==> src/rtl/uart_packet_rx.sv <==
// -----------------------------------------------------------------------------
// uart_packet_rx
//   UART packet receiver. An 8N1 serial deserialiser feeds a framing layer that
//   collects FRAME_BYTES bytes and checks the STX header and the ETX trailer.
//   An inter-byte watchdog drops a packet that stalls. A whole packet is
//   presented on pkt_data together with a one-cycle pkt_valid pulse.
//
//   Optional feature macro: UART_PARITY_EN
//     defined   -> 8E1 frames (even parity bit between data and stop bit);
//                  a parity mismatch reports err_frame and drops the packet.
//     undefined -> 8N1 frames, no parity logic.
//
// Ports
//   clk          in   system clock
//   rst_n        in   asynchronous reset, active low
//   rxd          in   serial input (idle high, asynchronous to clk)
//   pkt_data     out  received packet, byte k at [8k+7:8k], byte 0 = STX
//   pkt_valid    out  1-cycle pulse, pkt_data holds a new good packet
//   busy         out  high from acceptance of byte 0 until the packet ends
//   err_frame    out  1-cycle pulse, stop bit (or parity) wrong
//   err_hdr      out  1-cycle pulse, byte 0 differs from STX
//   err_trl      out  1-cycle pulse, last byte differs from ETX
//   err_timeout  out  1-cycle pulse, inter-byte watchdog expired
// -----------------------------------------------------------------------------
module uart_packet_rx #(
    parameter int         CLK_DIV     = 2500,
    parameter int         FRAME_BYTES = 8,
    parameter logic [7:0] STX         = 8'h02,
    parameter logic [7:0] ETX         = 8'h03,
    parameter int         TIMEOUT_CYC = 500000
) (
    input  logic                     clk,
    input  logic                     rst_n,
    input  logic                     rxd,
    output logic [8*FRAME_BYTES-1:0] pkt_data,
    output logic                     pkt_valid,
    output logic                     busy,
    output logic                     err_frame,
    output logic                     err_hdr,
    output logic                     err_trl,
    output logic                     err_timeout
);

    localparam int CNT_W = $clog2(CLK_DIV);
    localparam int IDX_W = $clog2(FRAME_BYTES);
    localparam int WD_W  = $clog2(TIMEOUT_CYC + 1);

    localparam logic [CNT_W-1:0] CNT_HALF = CNT_W'(CLK_DIV / 2);
    localparam logic [CNT_W-1:0] CNT_LAST = CNT_W'(CLK_DIV - 1);
    localparam logic [IDX_W-1:0] IDX_LAST = IDX_W'(FRAME_BYTES - 1);
    localparam logic [WD_W-1:0]  WD_LAST  = WD_W'(TIMEOUT_CYC - 1);

    typedef enum logic [2:0] {
        ST_IDLE,
        ST_START,
        ST_DATA,
`ifdef UART_PARITY_EN
        ST_PARITY,
`endif
        ST_STOP
    } state_t;

`ifdef UART_PARITY_EN
    // Even parity: the transmitted parity bit equals the XOR of the data bits.
    function automatic logic even_parity(input logic [7:0] data);
        even_parity = ^data;
    endfunction
`endif

    logic                     rxd_meta_q;
    logic                     rxd_sync_q;
    logic                     rxd_prev_q;
    state_t                   state_q;
    logic [CNT_W-1:0]         cnt_q;
    logic [2:0]               bit_q;
    logic [7:0]               shift_q;
    logic [IDX_W-1:0]         idx_q;
    logic [WD_W-1:0]          wd_q;
    logic [8*FRAME_BYTES-1:0] shadow_q;
    logic [8*FRAME_BYTES-1:0] pkt_data_q;
    logic                     valid_q;
    logic                     busy_q;
    logic                     err_frame_q;
    logic                     err_hdr_q;
    logic                     err_trl_q;
    logic                     err_timeout_q;
    logic                     start_edge_s;
    logic                     par_bad_s;

`ifdef UART_PARITY_EN
    logic                     par_err_q;
    assign par_bad_s = par_err_q;
`else
    assign par_bad_s = 1'b0;
`endif

    // Falling edge of the synchronised line marks a candidate start bit.
    assign start_edge_s = rxd_prev_q & ~rxd_sync_q;

    // Two-flop synchroniser plus one history flop for edge detection; idle-high reset.
    always_ff @(posedge clk or negedge rst_n) begin
        if (!rst_n) begin
            rxd_meta_q <= 1'b1;
            rxd_sync_q <= 1'b1;
            rxd_prev_q <= 1'b1;
        end else begin
            rxd_meta_q <= rxd;
            rxd_sync_q <= rxd_meta_q;
            rxd_prev_q <= rxd_sync_q;
        end
    end

    // Bit-level receiver, framing layer and watchdog with registered outputs.
    always_ff @(posedge clk or negedge rst_n) begin
        if (!rst_n) begin
            state_q       <= ST_IDLE;
            cnt_q         <= '0;
            bit_q         <= 3'd0;
            shift_q       <= 8'h00;
            idx_q         <= '0;
            wd_q          <= '0;
            shadow_q      <= '0;
            pkt_data_q    <= '0;
            valid_q       <= 1'b0;
            busy_q        <= 1'b0;
            err_frame_q   <= 1'b0;
            err_hdr_q     <= 1'b0;
            err_trl_q     <= 1'b0;
            err_timeout_q <= 1'b0;
`ifdef UART_PARITY_EN
            par_err_q     <= 1'b0;
`endif
        end else begin
            // Status outputs are single-cycle pulses unless set below.
            valid_q       <= 1'b0;
            err_frame_q   <= 1'b0;
            err_hdr_q     <= 1'b0;
            err_trl_q     <= 1'b0;
            err_timeout_q <= 1'b0;

            case (state_q)
                ST_IDLE: begin
                    // Watchdog only runs between bytes of a started packet.
                    // Expiry is handled first; a simultaneous start edge still
                    // opens a new byte, which then counts as byte 0.
                    if (busy_q && (wd_q == WD_LAST)) begin
                        err_timeout_q <= 1'b1;
                        busy_q        <= 1'b0;
                        idx_q         <= '0;
                        wd_q          <= '0;
                    end else if (busy_q) begin
                        wd_q <= wd_q + WD_W'(1);
                    end else begin
                        wd_q <= '0;
                    end
                    if (start_edge_s) begin
                        state_q <= ST_START;
                        cnt_q   <= '0;
                    end
                end

                ST_START: begin
                    // Re-check the line mid start bit; a high level is a glitch.
                    if (cnt_q == CNT_HALF) begin
                        cnt_q <= '0;
                        bit_q <= 3'd0;
                        if (!rxd_sync_q) begin
                            state_q <= ST_DATA;
                        end else begin
                            state_q <= ST_IDLE;
                        end
                    end else begin
                        cnt_q <= cnt_q + CNT_W'(1);
                    end
                end

                ST_DATA: begin
                    if (cnt_q == CNT_LAST) begin
                        cnt_q   <= '0;
                        shift_q <= {rxd_sync_q, shift_q[7:1]};  // LSB arrives first
                        if (bit_q == 3'd7) begin
`ifdef UART_PARITY_EN
                            state_q <= ST_PARITY;
`else
                            state_q <= ST_STOP;
`endif
                        end else begin
                            bit_q <= bit_q + 3'd1;
                        end
                    end else begin
                        cnt_q <= cnt_q + CNT_W'(1);
                    end
                end

`ifdef UART_PARITY_EN
                ST_PARITY: begin
                    // Remember a parity mismatch; it is reported at the stop bit.
                    if (cnt_q == CNT_LAST) begin
                        cnt_q     <= '0;
                        par_err_q <= (even_parity(shift_q) != rxd_sync_q);
                        state_q   <= ST_STOP;
                    end else begin
                        cnt_q <= cnt_q + CNT_W'(1);
                    end
                end
`endif

                ST_STOP: begin
                    if (cnt_q == CNT_LAST) begin
                        cnt_q   <= '0;
                        state_q <= ST_IDLE;
                        wd_q    <= '0;
                        if (!rxd_sync_q || par_bad_s) begin
                            err_frame_q <= 1'b1;
                            idx_q       <= '0;
                            busy_q      <= 1'b0;
                        end else if (idx_q == '0) begin
                            if (shift_q != STX) begin
                                err_hdr_q <= 1'b1;
                            end else begin
                                shadow_q[7:0] <= shift_q;
                                idx_q         <= IDX_W'(1);
                                busy_q        <= 1'b1;
                            end
                        end else if (idx_q == IDX_LAST) begin
                            idx_q  <= '0;
                            busy_q <= 1'b0;
                            if (shift_q != ETX) begin
                                err_trl_q <= 1'b1;
                            end else begin
                                // Whole packet moves out at once; pkt_data never
                                // shows a partially received packet.
                                pkt_data_q <= {shift_q, shadow_q[8*(FRAME_BYTES-1)-1:0]};
                                valid_q    <= 1'b1;
                            end
                        end else begin
                            shadow_q[{idx_q, 3'b000} +: 8] <= shift_q;
                            idx_q <= idx_q + IDX_W'(1);
                        end
                    end else begin
                        cnt_q <= cnt_q + CNT_W'(1);
                    end
                end

                default: begin
                    state_q <= ST_IDLE;
                    cnt_q   <= '0;
                end
            endcase
        end
    end

    assign pkt_data    = pkt_data_q;
    assign pkt_valid   = valid_q;
    assign busy        = busy_q;
    assign err_frame   = err_frame_q;
    assign err_hdr     = err_hdr_q;
    assign err_trl     = err_trl_q;
    assign err_timeout = err_timeout_q;

endmodule

==> config.mk <==
export PLATFORM = sky130hd
export DESIGN_NAME = uart_packet_rx
export DESIGN_NICKNAME = d
export VERILOG_FILES = /design/src/rtl/uart_packet_rx.sv
export SDC_FILE = /design/constraint.sdc
export NUM_CORES = 1
export LEC_CHECK = 0
export CORE_MARGIN = 5
export CORE_UTILIZATION = 51
export CTS_CLUSTER_DIAMETER = 40
export DETAILED_ROUTE_END_ITERATION = 10
export PLACE_DENSITY = 0.86
export REMOVE_ABC_BUFFERS = 1
export SETUP_SLACK_MARGIN = 0.05
export SLEW_MARGIN = 20
export SYNTH_ARGS = -nofsm -noshare
export SYNTH_HDL_FRONTEND = slang
export SYNTH_SLANG_ARGS = --single-unit
==> constraint.sdc <==
create_clock -name clk -period 2.3 [get_ports clk]
set_input_delay 0.46 -clock clk [delete_from_list [all_inputs] [get_ports clk]]
set_output_delay 0.46 -clock clk [all_outputs]
set_load 0.01 [all_outputs]
### After elaboration in Yosys (flattened, before gate mapping)

Index checks and enable logic that the tools add are counted.

| storage, ports and cells | value |
|---|---|
| word-level logic and storage cells | 125 |
| input bits | 3 |
| register bits | 185 |

| operators by class | value |
|---|---|
| shifts and indexed selects | 2 |
| multiplexer cells | 59 |
| bitwise logic cells | 5 |
| equal/unequal tests | 21 |
| reduce and logical (&&, ||, !) cells | 15 |
| add/sub/neg operators | 5 |

Operators by type and width:

| kind | number |
|---|---|
| $bwmux 64 | 1 |
| $shift 8x8->64 const A | 1 |
| $shiftx 8x8->64 | 1 |
| $mux 19 | 3 |
| $mux 3 | 14 |
| $pmux 19 s2 | 1 |
| $mux 12 | 3 |
| $pmux 12 s3 | 1 |
| $mux 1 | 28 |
| $mux 8 | 3 |
| $reduce_and 5->1 | 4 |
| $add 19x1->19 const B | 1 |
| $eq 19x19->1 const B | 1 |
| $ne 2x2->1 const B | 9 |
| $ne 8x2->1 const B | 2 |
| $add 12x1->12 const B | 1 |
| $eq 12x11->1 const B | 1 |
| $eq 12x12->1 const B | 1 |
| $pmux 3 s2 | 2 |
| $pmux 3 s4 | 1 |
| $ne 4x4->1 const B | 2 |
| $neg 6->8 | 1 |
| $reduce_and 4->1 | 2 |
| $add 3x1->3 const B | 2 |
| 13 further kinds | 21 |

### Longest topological paths before layout

| depth | value |
|---|---|
| depth after elaboration | 7 |
| gate-level depth with buffers | 9 |
| mapped depth without buffers | 7 |

### Worst setup path before layout

Ideal clock, no wire load.

| timing | value |
|---|---|
| kind | register -> register |
| start | register idx_q[0] |
| end | register shadow_q[16] |
| setup time | 125 ps |
| clock period less this slack | 2437 ps |
| required time | 2175 ps |
| arrival | 2313 ps |
| path slack | -137 ps |
| buffers on the path | 2 |
| stages on the path, launching flop included | 10 |
| path through | dfrtp_1 > inv_1 > ha_1 > ha_1 > clkbuf_1 > nor3_1 > o2111ai_1 > nor4bb_1 > buf_2 > mux2_2 |

| between the ends | value |
|---|---|
| cells in the longest elaborated chain, start to end | 3 |

Ends and longest elaborated chain:

| what | line | text |
|---|---|---|
| from (decl) | 77 | `logic [IDX_W-1:0] idx_q;` |
| from (signal assigned) | 238 | `idx_q <= idx_q + IDX_W'(1);` |
| $neg 6->8, or another cell as far along | 237 | `shadow_q[{idx_q, 3'b000} +: 8] <= shift_q;` |
| $shiftx 8x8->64, or another cell as far along | 237 |  |
| $bwmux 64 or $reduce_and 5->1 (tied branches) | -- |  |
| to (signal, indexed assignment) | 237 |  |
| to (decl) | 79 | `logic [8*FRAME_BYTES-1:0] shadow_q;` |

Parallel ways exist; a longest one is shown, timed or not.
A chain may end at the register's enable or synchronous reset.

### Worst setup path in the final report

| timing | value |
|---|---|
| start | register idx_q[0] |
| end | register shadow_q[38] |

The elaborated chain is that of the path after synthesis.

==> Flow_metrics.wiki <==
{| class="wikitable"
! Metric !! Value
|-
| Cell row count || 44
|-
| Power per unit of standard cell area || 753.7 mW/mm^2
|-
| Synth area leaders || sky130_fd_sc_hd__dfrtp_1 57%, sky130_fd_sc_hd__mux2_2 16%, sky130_fd_sc_hd__ha_1 2.5%
|-
| Final core utilization || 68.20%
|-
| Leak pwr || 4.695 nW
|-
| Final Wtd Congestion || 0.9172
|-
| Die W || 131.6 um
|-
| Average wire length per cell after detail routing || 21.15 um
|-
| Tot GR Track Use || 18.85%
|-
| Post-Syn Instances || 574
|-
| Number of distinct library cells after synthesis || approximately 50
|-
| Data arrival time at the worst-slack endpoint || 2.76 ns
|-
| Avg Inst Size Synth || 13.13 um^2
|-
| Sequential-to-total area share from yosys stat || 58.47%
|-
| Clock slew at the register clock pins of the worst setup and hold paths || about 0.07 ns
|-
| Clock period minus worst slack || 2.439 ns
|-
| Die Footprint || about 0.017 mm^2
|-
| Starting utilization of the core area || 51.87%
|-
| Post-Syn Area || between 0.007 and 0.008 mm^2
|-
| Slew HR || between 50% and 60%
|-
| Flops & latches, synth || 176
|-
| TritonCTS sink count || 176
|-
| Worst Reg2Reg Path Length in Cells || 9
|-
| Cell area after placement || 0.008692 mm^2
|-
| Slew @ Worst Pin || 0.6664 ns
|-
| Setup-violating endpoint count in the final report || 48
|-
| Antenna violations before repair || 0
|-
| Fraction of final layout cells sized beyond drive strength 1 || 32.83%
|-
| Top achievable clock speed || just over 0.4 GHz
|-
| Maximum number of pins on one net before global-route repair || 60
|-
| Via count of the first global-routing pass || 5,301
|-
| Inserted Clock Buffers || 17
|-
| Fill count || 938
|-
| Share of the clock period used by the worst path || 106.0%
|-
| Wire length of the first global-routing pass || about 27,000 um
|-
| Ant diodes || 0
|-
| Ranking of synthesized cells by instance count || 173 x sky130_fd_sc_hd__dfrtp_1, 104 x sky130_fd_sc_hd__mux2_2, 26 x sky130_fd_sc_hd__nor2_1, 24 x sky130_fd_sc_hd__o21ai_0, 21 x sky130_fd_sc_hd__nand2_1
|-
| H-Tree Level Count || 4
|-
| Yosys warnings || 0
|-
| Count of unresolved DRC violations after routing || 0
|-
| Critical path required time || 2.62 ns
|-
| Insertion delay to the later sink of the worst-skew pair || ~0.43 ns
|-
| Worst hold-check path type || reg -> reg
|-
| Vias after detailed routing || 5,342
|-
| Vertical extent of the die || 131.6 um
|-
| Synth-to-layout area growth || 31.49%
|-
| Clock root buffer || sky130_fd_sc_hd__clkbuf_16
|-
| Overflow left after global routing || 0
|-
| Finished layout cell area || slightly below 0.01 mm^2
|-
| Count of buffers inserted at the top-level ports || slightly above 70
|-
| Antenna violation net count after detailed routing || 0
|-
| Primary flip-flop cell chosen by synthesis mapping || sky130_fd_sc_hd__dfrtp_1
|-
| Minimum setup slack in the final design || -0.1390 ns
|-
| Buffer levels on the longest clock path || 2
|-
| I/O pin cnt || 73
|-
| Number of enable flip-flop cells after synthesis || 0
|-
| Register-to-register setup slack || -0.14 ns
|-
| Detailed Place HPWL || around 11,000 um
|-
| Number of maximum-capacitance violations || 0
|-
| Worst clock skew on the final layout || 0.01048 ns
|-
| Run status || complete, but fails checks
|-
| Routed via count divided by cell count || 5.896
|-
| Share of flip-flops with an asynchronous set or reset after synthesis || 100.0%
|-
| Final number of hold-violating endpoints || 0
|-
| # nets final || 728
|-
| Crit path capture type || register
|-
| Setup repair after global routing missed its margin || yes
|-
| Top-count cell post-synth || sky130_fd_sc_hd__dfrtp_1
|-
| Final WL || about 19,000 um
|-
| Total negative slack for setup checks || -2.065 ns
|-
| Total core area || 0.01453 mm^2
|-
| Detailed Routing Iterations Pass 1 || 5
|-
| Worst supply voltage drop on vdd || a little over 0.6 mV
|-
| Share of the synthesized area in the top cell type || 57.43%
|-
| Crit start category || register
|-
| Critical Path Fanout Max || 8
|-
| Initial drt markers || roughly 410
|-
| TritonCTS clock tree || yes
|-
| Critical path type || reg -> reg
|-
| Cell type with the largest total area after synthesis || sky130_fd_sc_hd__dfrtp_1
|-
| Number of stages on the worst hold path || 0
|-
| Violated checks || setup timing
|-
| Max-slew violation total from the final report || 0
|}
## stage by stage
stage | setup slack [ns] | total power [W] | std cells | hold slack [ns]
after detailed placement | -0.1134 | 0.004472 | 847 | 0.3492
after CTS | 0.05045 | 0.007277 | 887 | 0.3587
final | -0.1390 | 0.007471 | 906 | 0.3575
after global routing | -0.1976 | 0.007794 | 906 | 0.3615
after global placement | -0.02980 | 0.004403 | 847 | 0.3489
after floorplan | -1.074 | 0.004000 | 555 | 0.1644
## path summary, 6_finish.rpt
path	from	endpoint
max	idx_q[0]	shadow_q[38]
min	rxd_meta_q	rxd_sync_q
max reg2reg	idx_q[0]	shadow_q[38]
min reg2reg	rxd_meta_q	rxd_sync_q
max in group asynchronous	rst_n	rxd_meta_q
min in group asynchronous	rst_n	pkt_data[59]
## state kept, by name (all words and copies together), names as in the netlist
name	count
pkt_data	64
shadow_q	56
wd_q	19
cnt_q	12
shift_q	8
bit_q	3
idx_q	3
state_q	2
busy	1
err_frame	1
err_hdr	1
err_timeout	1
err_trl	1
pkt_valid	1
rxd_meta_q	1
rxd_prev_q	1
rxd_sync_q	1
## timing repair
| item | CTS | global route |
|---|---|---|
| setup buffers | 7 | 15 |
| gates cloned | 1 | 5 |
| setup endpoints to repair | 130 | 134 |
| gates resized for setup | 12 | 69 |
| hold buffers | 1 | 0 |
| endpoints found under the hold margin | 42 | 0 |
| pin swaps | 5 | 8 |
## report_power, final
part / leakage [nW] / switching [W] / internal (W)
Clock: 0.265 / 0.00117 / 0.00162
Combinational: 1.99 / 0.000851 / 0.000595
Sequential: 2.44 / 0.0000815 / 0.00316
Total: 4.69 / 0.00210 / 0.00537
## layout make-up
class | instances | area [um^2] | share of cell area [%]
Clock buffer | 21 | 450.4 | 4.544
Tap cell | 184 | 230.2 | 2.323
Inverter | 19 | 71.32 | 0.7195
Timing Repair Buffer | 136 | 1384 | 13.96
Clock inverter | 10 | 113.9 | 1.149
Sequential cell | 176 | 4408 | 44.47
Multi-Input combinational cell | 360 | 3254 | 32.83
## critical path, cell delays in order, from the launching register on
cell and delay, ns:
sky130_fd_sc_hd__dfrtp_1 0.43, sky130_fd_sc_hd__inv_2 0.09, sky130_fd_sc_hd__ha_4 0.17, sky130_fd_sc_hd__ha_4 0.17
sky130_fd_sc_hd__buf_4 0.14, sky130_fd_sc_hd__buf_4 0.14, sky130_fd_sc_hd__nor3b_1 0.35, sky130_fd_sc_hd__nor2b_1 0.24
sky130_fd_sc_hd__buf_4 0.23, sky130_fd_sc_hd__mux2_2 0.36
## cells by family after synthesis
group                    count (synthesis)  share of synthesized area, %
flip-flops                             176                         58.47
multiplexers                           122                         18.12
AND/OR/NAND/NOR                        158                         12.48
adder cells (fa/ha/maj)                 15                         2.490
AO/OA/AOI/OAI                           57                         4.979
buffers and inverters                   38                         2.523
XOR/XNOR                                 8                        0.9295
## routing by layer
metal  wire length, um  part of all wire [%]  track usage (%)  vias up
met1              7927                    41            25.86     2738
met5                 0                     0                0        -
met2              9783                    51            29.66      215
met4               477                   2.5            6.629        0
li1                  -                     -                -     2331
met3               974                   5.1            4.434       58
## cells in the final DEF, fill, tap and decap left out, types with 11 or more instances in the layout
cell type	n
sky130_fd_sc_hd__nor2b_1	18
sky130_fd_sc_hd__buf_4	47
sky130_fd_sc_hd__a22o_1	11
sky130_fd_sc_hd__dfrtp_1	173
sky130_fd_sc_hd__and2_1	11
sky130_fd_sc_hd__clkbuf_16	21
sky130_fd_sc_hd__ha_1	11
sky130_fd_sc_hd__nand2_1	20
sky130_fd_sc_hd__clkdlybuf4s50_1	71
sky130_fd_sc_hd__mux2_4	44
sky130_fd_sc_hd__nor2_1	24
sky130_fd_sc_hd__o21ai_0	21
sky130_fd_sc_hd__inv_1	18
sky130_fd_sc_hd__mux2_2	71
Power figures use the tool's default switching activity.
